--- src/rtl/hazard_pkg.sv ---
// Shared types and helpers for the pipeline hazard/forwarding controller.
// Latency: n/a (types, constants and an elaboration-time check only).
// Backpressure: n/a.
//
// Contents:
//   shadow_t          one in-flight writer record {valid, wr_en, is_load, dest}
//   FWD_SRC_RF        forward-select value meaning "use the register-file read"
//   hazard_params_ok  legality check for the controller parameter set
package hazard_pkg;

  // Destinations are stored zero-extended to this width so that a single
  // packed struct type serves every legal REG_ADDR_W.
  localparam int MAX_REG_ADDR_W = 8;

  localparam int FWD_SRC_RF = 0;

  typedef struct packed {
    logic                      valid;
    logic                      wr_en;
    logic                      is_load;
    logic [MAX_REG_ADDR_W-1:0] dest;
  } shadow_t;

  function automatic bit hazard_params_ok(input int reg_addr_w, input int depth,
                                          input int load_stage, input int br_stage);
    return (reg_addr_w >= 1) && (reg_addr_w <= MAX_REG_ADDR_W) &&
           (depth >= 2) && (depth <= 8) &&
           (load_stage >= 1) && (load_stage <= depth - 1) &&
           (br_stage >= 1) && (br_stage <= depth);
  endfunction

endpackage

--- src/rtl/fwd_prio_sel.sv ---
// Priority forward-select for one EX source operand against stages 2..DEPTH.
// Latency: purely combinational.
// Backpressure: none; evaluated every cycle.
//
// Ports:
//   src          EX source register index (zero-extended)
//   use_src      EX instruction really reads src
//   ent          shadow entries of stages 2..DEPTH
//   sel          0 = register file, k-1 = result held by stage k (youngest wins)
//   load_hazard  a matching producer is still a load that has not produced data
module fwd_prio_sel
  import hazard_pkg::*;
#(
  parameter int DEPTH      = 3,
  parameter int LOAD_STAGE = 2,
  parameter int SEL_W      = 2
) (
  input  logic [MAX_REG_ADDR_W-1:0] src,
  input  logic                      use_src,
  input  shadow_t [DEPTH:2]         ent,
  output logic [SEL_W-1:0]          sel,
  output logic                      load_hazard
);

  // Walk from the oldest stage to the youngest so the last hit (the
  // youngest producer) is the one that sticks.
  always_comb begin
    sel         = SEL_W'(FWD_SRC_RF);
    load_hazard = 1'b0;
    for (int k = DEPTH; k >= 2; k--) begin
      if (ent[k].valid && ent[k].wr_en && use_src &&
          (src != '0) && (ent[k].dest == src)) begin
        sel = SEL_W'(k - 1);
        if (ent[k].is_load && (k <= LOAD_STAGE)) begin
          load_hazard = 1'b1;
        end
      end
    end
  end

endmodule

--- src/rtl/pipe_hazard_fwd_ctrl.sv ---
// Hazard and forwarding controller for the in-order pipeline: load-use stall,
// branch flush and EX operand forward selects from a shadow writer pipeline.
// Latency: stall/bubble/flush/fwd_sel are combinational; shadow advances every edge.
// Backpressure: stall holds PC and IF/ID; stages from EX onward never stall.
//
// Optional feature macro: HAZ_PERF_CNT_EN adds saturating stall/flush counters
// (parameter CNT_W, ports stall_cnt/flush_cnt). Without it they do not exist.
//
// Ports:
//   clk, rst_n                 clock, asynchronous active-low reset
//   id_valid                   ID holds a real instruction
//   id_rs, id_rt               ID source indices; id_use_rs/id_use_rt qualify them
//   id_wr_en, id_dest          ID writes register id_dest
//   id_is_load                 ID instruction is a load
//   br_redirect                taken branch resolved in BR_STAGE this cycle
//   stall, bubble              hold PC + IF/ID, zero ID->EX controls
//   flush                      squash IF/ID and stages 1..BR_STAGE-1
//   fwd_sel_a, fwd_sel_b       EX operand source: 0 = regfile, k = stage k+1 result
//   ex_valid                   shadow EX entry valid
//   stall_cnt, flush_cnt       saturating event counters (HAZ_PERF_CNT_EN)
module pipe_hazard_fwd_ctrl
  import hazard_pkg::*;
#(
  parameter int REG_ADDR_W = 5,
  parameter int DEPTH      = 3,
  parameter int LOAD_STAGE = 2,
  parameter int BR_STAGE   = 2,
`ifdef HAZ_PERF_CNT_EN
  parameter int CNT_W      = 16,
`endif
  localparam int SEL_W     = $clog2(DEPTH)
) (
  input  logic                  clk,
  input  logic                  rst_n,
  input  logic                  id_valid,
  input  logic [REG_ADDR_W-1:0] id_rs,
  input  logic [REG_ADDR_W-1:0] id_rt,
  input  logic                  id_use_rs,
  input  logic                  id_use_rt,
  input  logic                  id_wr_en,
  input  logic [REG_ADDR_W-1:0] id_dest,
  input  logic                  id_is_load,
  input  logic                  br_redirect,
  output logic                  stall,
  output logic                  bubble,
  output logic                  flush,
  output logic [SEL_W-1:0]      fwd_sel_a,
  output logic [SEL_W-1:0]      fwd_sel_b,
  output logic                  ex_valid
`ifdef HAZ_PERF_CNT_EN
  ,
  output logic [CNT_W-1:0]      stall_cnt,
  output logic [CNT_W-1:0]      flush_cnt
`endif
);

  if (!hazard_params_ok(REG_ADDR_W, DEPTH, LOAD_STAGE, BR_STAGE)) begin : g_param_err
    $error("pipe_hazard_fwd_ctrl: illegal REG_ADDR_W/DEPTH/LOAD_STAGE/BR_STAGE");
  end

  // s[1] = EX ... s[DEPTH] = last tracked stage.
  shadow_t [DEPTH:1]     s;
  logic [REG_ADDR_W-1:0] ex_rs;
  logic [REG_ADDR_W-1:0] ex_rt;
  logic                  ex_use_rs;
  logic                  ex_use_rt;

  logic load_use;
  logic admit;
  logic load_haz_a;
  logic load_haz_b;

  function automatic logic src_hit(input shadow_t e, input logic [REG_ADDR_W-1:0] src,
                                   input logic use_src);
    return e.valid && e.wr_en && use_src && (src != '0) &&
           (e.dest == MAX_REG_ADDR_W'(src));
  endfunction

  // Loads whose data is not ready until the end of LOAD_STAGE block any ID
  // consumer while they sit in stages 1..LOAD_STAGE-1.
  always_comb begin
    load_use = 1'b0;
    for (int k = 1; k < LOAD_STAGE; k++) begin
      if (s[k].is_load &&
          (src_hit(s[k], id_rs, id_use_rs) || src_hit(s[k], id_rt, id_use_rt))) begin
        load_use = 1'b1;
      end
    end
  end

  // A redirect squashes the ID instruction anyway, so it overrides the stall.
  assign flush    = br_redirect;
  assign stall    = id_valid && !flush && load_use;
  assign bubble   = stall;
  assign admit    = id_valid && !stall && !flush;
  assign ex_valid = s[1].valid;

  always_ff @(posedge clk or negedge rst_n) begin
    if (!rst_n) begin
      s         <= '0;
      ex_rs     <= '0;
      ex_rt     <= '0;
      ex_use_rs <= 1'b0;
      ex_use_rt <= 1'b0;
    end else begin
      // Younger-than-branch entries moving into 2..BR_STAGE are wrong-path.
      for (int k = DEPTH; k >= 2; k--) begin
        s[k] <= (flush && (k <= BR_STAGE)) ? '0 : s[k-1];
      end
      if (admit) begin
        s[1] <= '{valid:   1'b1,
                  wr_en:   id_wr_en,
                  is_load: id_is_load,
                  dest:    MAX_REG_ADDR_W'(id_dest)};
      end else begin
        s[1] <= '0;
      end
      // Source copies are cleared with an empty EX slot so a bubble never
      // produces a non-zero forward select.
      ex_rs     <= admit ? id_rs : '0;
      ex_rt     <= admit ? id_rt : '0;
      ex_use_rs <= admit && id_use_rs;
      ex_use_rt <= admit && id_use_rt;
    end
  end

  fwd_prio_sel #(
    .DEPTH      (DEPTH),
    .LOAD_STAGE (LOAD_STAGE),
    .SEL_W      (SEL_W)
  ) u_fwd_a (
    .src         (MAX_REG_ADDR_W'(ex_rs)),
    .use_src     (ex_use_rs),
    .ent         (s[DEPTH:2]),
    .sel         (fwd_sel_a),
    .load_hazard (load_haz_a)
  );

  fwd_prio_sel #(
    .DEPTH      (DEPTH),
    .LOAD_STAGE (LOAD_STAGE),
    .SEL_W      (SEL_W)
  ) u_fwd_b (
    .src         (MAX_REG_ADDR_W'(ex_rt)),
    .use_src     (ex_use_rt),
    .ent         (s[DEPTH:2]),
    .sel         (fwd_sel_b),
    .load_hazard (load_haz_b)
  );

  // A consumer in EX must never depend on a load whose data does not exist yet.
  always_comb begin
    if (rst_n) begin
      assert (!(ex_valid && (load_haz_a || load_haz_b)));
    end
  end

`ifdef HAZ_PERF_CNT_EN
  always_ff @(posedge clk or negedge rst_n) begin
    if (!rst_n) begin
      stall_cnt <= '0;
      flush_cnt <= '0;
    end else begin
      if (stall && (stall_cnt != {CNT_W{1'b1}})) begin
        stall_cnt <= stall_cnt + CNT_W'(1);
      end
      if (flush && (flush_cnt != {CNT_W{1'b1}})) begin
        flush_cnt <= flush_cnt + CNT_W'(1);
      end
    end
  end
`endif

endmodule

--- config.mk ---
export PLATFORM = sky130hd
export DESIGN_NAME = pipe_hazard_fwd_ctrl
export DESIGN_NICKNAME = d
export VERILOG_FILES = /design/src/rtl/hazard_pkg.sv /design/src/rtl/fwd_prio_sel.sv /design/src/rtl/pipe_hazard_fwd_ctrl.sv
export SDC_FILE = /design/constraint.sdc
export NUM_CORES = 1
export LEC_CHECK = 0
export ABC_CLOCK_PERIOD_IN_PS = 1800
export CORE_MARGIN = 4
export CORE_UTILIZATION = 50
export DETAILED_ROUTE_END_ITERATION = 6
export PLACE_DENSITY = 0.8
export SYNTH_ARGS = -nofsm -noshare
export SYNTH_HDL_FRONTEND = slang
export SYNTH_SLANG_ARGS = --single-unit
--- constraint.sdc ---
create_clock -name clk -period 1.8 [get_ports clk]
set_input_delay 0.27 -clock clk [delete_from_list [all_inputs] [get_ports clk]]
set_output_delay 0.27 -clock clk [all_outputs]
set_load 0.01 [all_outputs]
==> flow_metrics.env <==
export IMPL_synth_top_area_cell="dfrtp_1"
export IMPL_worstPathCellList="or4_4 > o21ai_4 > nor4_4 > nor3_2 > buf_2"
export IMPL_synthTopCellsByArea="dfrtp_1 (51%), nor3_2 (11%), xnor2_1 (9.4%)"
export IMPL_synth_fa_ha_area_share_pct=0
export IMPL_synth_edf_count=0
export IMPL_fin_crit_sh_pct=115
export IMPL_p_sw_uw=392
export IMPL_pwr_share_comb_pct=16.7
export IMPL_syn_inst=146
export IMPL_grt_start_max_net_pins=35
export IMPL_setup_ws_ns=-0.272
export IMPL_die_height_um=66.0
export IMPL_coreArea_mm2=0.00313
export IMPL_gp_congestion=0.962
export IMPL_maxCapViolations=0
export IMPL_cts_sinks=34
export IMPL_wl_um=3770
export IMPL_synthFlopType="dfrtp_1"
export IMPL_track_usage_pct=19.4
export IMPL_synth_nets=169
export IMPL_viasPerCell=5.04
export IMPL_syn_area_mm2=0.00168
export IMPL_whs_ns=0.335
export IMPL_violations="negative setup slack"
export IMPL_antennaDiodeCount=0
export IMPL_slowest_stage="or4_4"
export IMPL_wl_per_cell_um=15.1
export IMPL_end_kind="primary output"
export IMPL_post_route_drc_count=0
export IMPL_worst_slew_pin_slew_ns=0.410
export IMPL_cts_buffers_inserted=5
export IMPL_slew_limit_headroom_pct=72.7
export IMPL_drtPass1Iterations=4
export IMPL_cp_arrival_ns=1.80
export IMPL_final_util_pct=76.2
export IMPL_irDropWorstVdd_v=0.000538
export IMPL_max_freq_mhz=483
export IMPL_crit_family="simple AND/OR/NAND/NOR gates"
export IMPL_antenna_found_initial=0
export IMPL_worstPathRequired_ns=1.53
export IMPL_clock_latency_ns=0.33
export IMPL_synth_most_common_cell="dfrtp_1"
export IMPL_grt_pass1_vias=1420
export IMPL_hold_viol_final=0
export IMPL_synth_seq_cells=34
export IMPL_grt_pass1_wl_um=6230
export IMPL_powerDensity_mw_per_mm2=634
export IMPL_drtIter0Drc=44
export IMPL_htreeDepth=2
export IMPL_status="finished with violations"
export IMPL_seqPwrFrac_pct=54.0
export IMPL_multi_input_area_um2=912
export IMPL_io_buffers=30
export IMPL_die_w_um=66.0
export IMPL_clkTransAtPathRegs_ns=0.10
export IMPL_crit_cells=5
export IMPL_postSynthAreaPerCell_um2=11.5
export IMPL_num_fill_cells=200
export IMPL_leakage_nw=1.12
export IMPL_critical_path_max_fanout=2
export IMPL_slowest_delay_ns=0.55
export IMPL_finalSetupTns_ns=-1.27
export IMPL_seq_area_frac_synth_pct=50.6
export IMPL_cts_hold_buf=0
export IMPL_ioPinCount=31
export IMPL_cts_tree="built"
export IMPL_critPathLaunchType="flop"
export IMPL_synth_area_mux_share_pct=0
export IMPL_start_util_pct=53.7
export IMPL_reg2reg_depth=5
export IMPL_clock_path_buffers=2
export IMPL_placed_cell_area_mm2=0.00218
export IMPL_layout_cells_non_filler=249
export IMPL_synth_warnings=0
export IMPL_overflow=0
export IMPL_post_route_min_period_ns=2.07
export IMPL_skew_ns=0.00401
export IMPL_crit_buf_inv=1
export IMPL_setup_viol=6
export IMPL_switching_share_pct=25.9
export IMPL_postRouteAntennaNets=0
export IMPL_synthSimpleGateAreaFrac_pct=26.4
export IMPL_synth_top_area_share_pct=50.6
export IMPL_dp_cells=237
export IMPL_p_clk_share_pct=29.2
export IMPL_slew_violations=0
export IMPL_areaGrowthSynthToFinish_pct=41.8
export IMPL_vias=1254
export IMPL_worstHoldPathType="in2async"
export IMPL_synth_compound_area_share_pct=5.06
export IMPL_synthArstFlopShare_pct=100
export IMPL_synth_top_family_by_area="simple AND/OR/NAND/NOR gates"
export IMPL_drive_gt1_share_pct=41.0
export IMPL_ff_latch_area_um2=855
export IMPL_final_design_area_no_fill_mm2=0.00238
export IMPL_synth_cell_types=22
export IMPL_crit_type="reg2out"
export IMPL_synth_common_cells="dfrtp_1 (34), nand2_1 (24), nor3_2 (19), xnor2_1 (18), xor2_1 (10)"
export IMPL_dp_hpwl_um=2790
export IMPL_layout_nets=227
export IMPL_die_area_mm2=0.00435
export IMPL_core_rowCount=20
export IMPL_rsz0062_at_grt="yes"
export IMPL_power_internal_mw=1.12
export IMPL_cts_root_buffer="clkbuf_4"
export IMPL_synthXorXnorAreaFrac_pct=14.6
cells by family (layout without fill, tap and decap cells):
family / count (synthesis) / count (layout)
xor gates and xnor gates: 28 / 28
and+or+nand+nor: 69 / 69
buffers and inverters: 8 / 67
DFF: 34 / 34
AOI/OAI and AO/OA: 7 / 7
cells in the final DEF (no fill, tap or decap), drive strengths merged:
cell	instances
a2111oi	1
a211oi	1
buf	35
clkbuf	6
clkdlybuf4s50	23
clkinv	1
clkinvlp	1
dfrtp	34
dlygate4sd2	1
nand2	24
nand4	7
nor2	2
nor2b	8
nor3	21
nor3b	1
nor4	4
o21a	1
o21ai	2
o41ai	2
or4	2
xnor2	18
xor2	10
layout make-up:
class | instances | area share (%)
Sequential cell | 34 | 35.9
Clock buffer | 6 | 2.15
Multi-Input combinational cell | 104 | 38.3
Tap cell | 44 | 2.31
Clock inverter | 2 | 0.525
Timing Repair Buffer | 59 | 20.9
layer usage:
metal,routed length (um),vias to the layer above,share of wire (%),GRT usage [%]
li1,-,611,-,-
met1,1440,593,38,19.4
met2,2090,42,55,35.8
met3,172,8,4.6,6.29
met4,74,0,2.0,9.14
met5,0,-,0,0
what timing repair did:
action / 4_1_cts / 5_1_grt
setup endpoints to repair: 6 / 6
pin swaps: 16 / 15
gates cloned: 0 / 0
setup buffers: 1 / 5
gates resized for setup: 33 / 17
power groups by stage:
stage	combinational (mW)	sequential [mW]	clock (mW)
CTS	0.235	0.814	0.453
floorplan	0.0876	0.825	0
global route	0.274	0.819	0.489
finish	0.253	0.816	0.441
global placement	0.210	0.826	0
detailed placement	0.221	0.826	0
worst register-to-register path, delay by kind of cell, from the launching register on:
family	cells	cell delay (ns)
buffers and inverters	1	0.38
AO/OA/AOI/OAI	1	0.34
flip-flops	1	0.47
AND/OR/NAND/NOR	2	0.19
XOR/XNOR	1	0.15
worst paths after layout:
check | startpoint | slack (ns) | endpoint
min reg2reg | s[21] | 0.40 | s[32]
max reg2reg | s[1] | 0.16 | ex_rt[0]
max in group asynchronous | rst_n | 1.15 | s[4]
max | ex_rs[0] | -0.27 | fwd_sel_a[1]
min in group clk | s[21] | 0.40 | s[32]
min | rst_n | 0.34 | s[31]
through the flow:
step,total power [mW],setup slack [ns]
after floorplan,0.913,0.0634
after global placement,1.04,-0.552
after detailed placement,1.05,-0.604
after CTS,1.50,-0.326
after global routing,1.58,-0.383
final,1.51,-0.272
registers in the layout, indices dropped and copies added, names as in the netlist:
register   cells
s             21
ex_rs          5
ex_rt          5
ex_use_rs      1
ex_use_rt      1
ex_valid       1
Note: power is estimated with default switching activity, not from simulation.
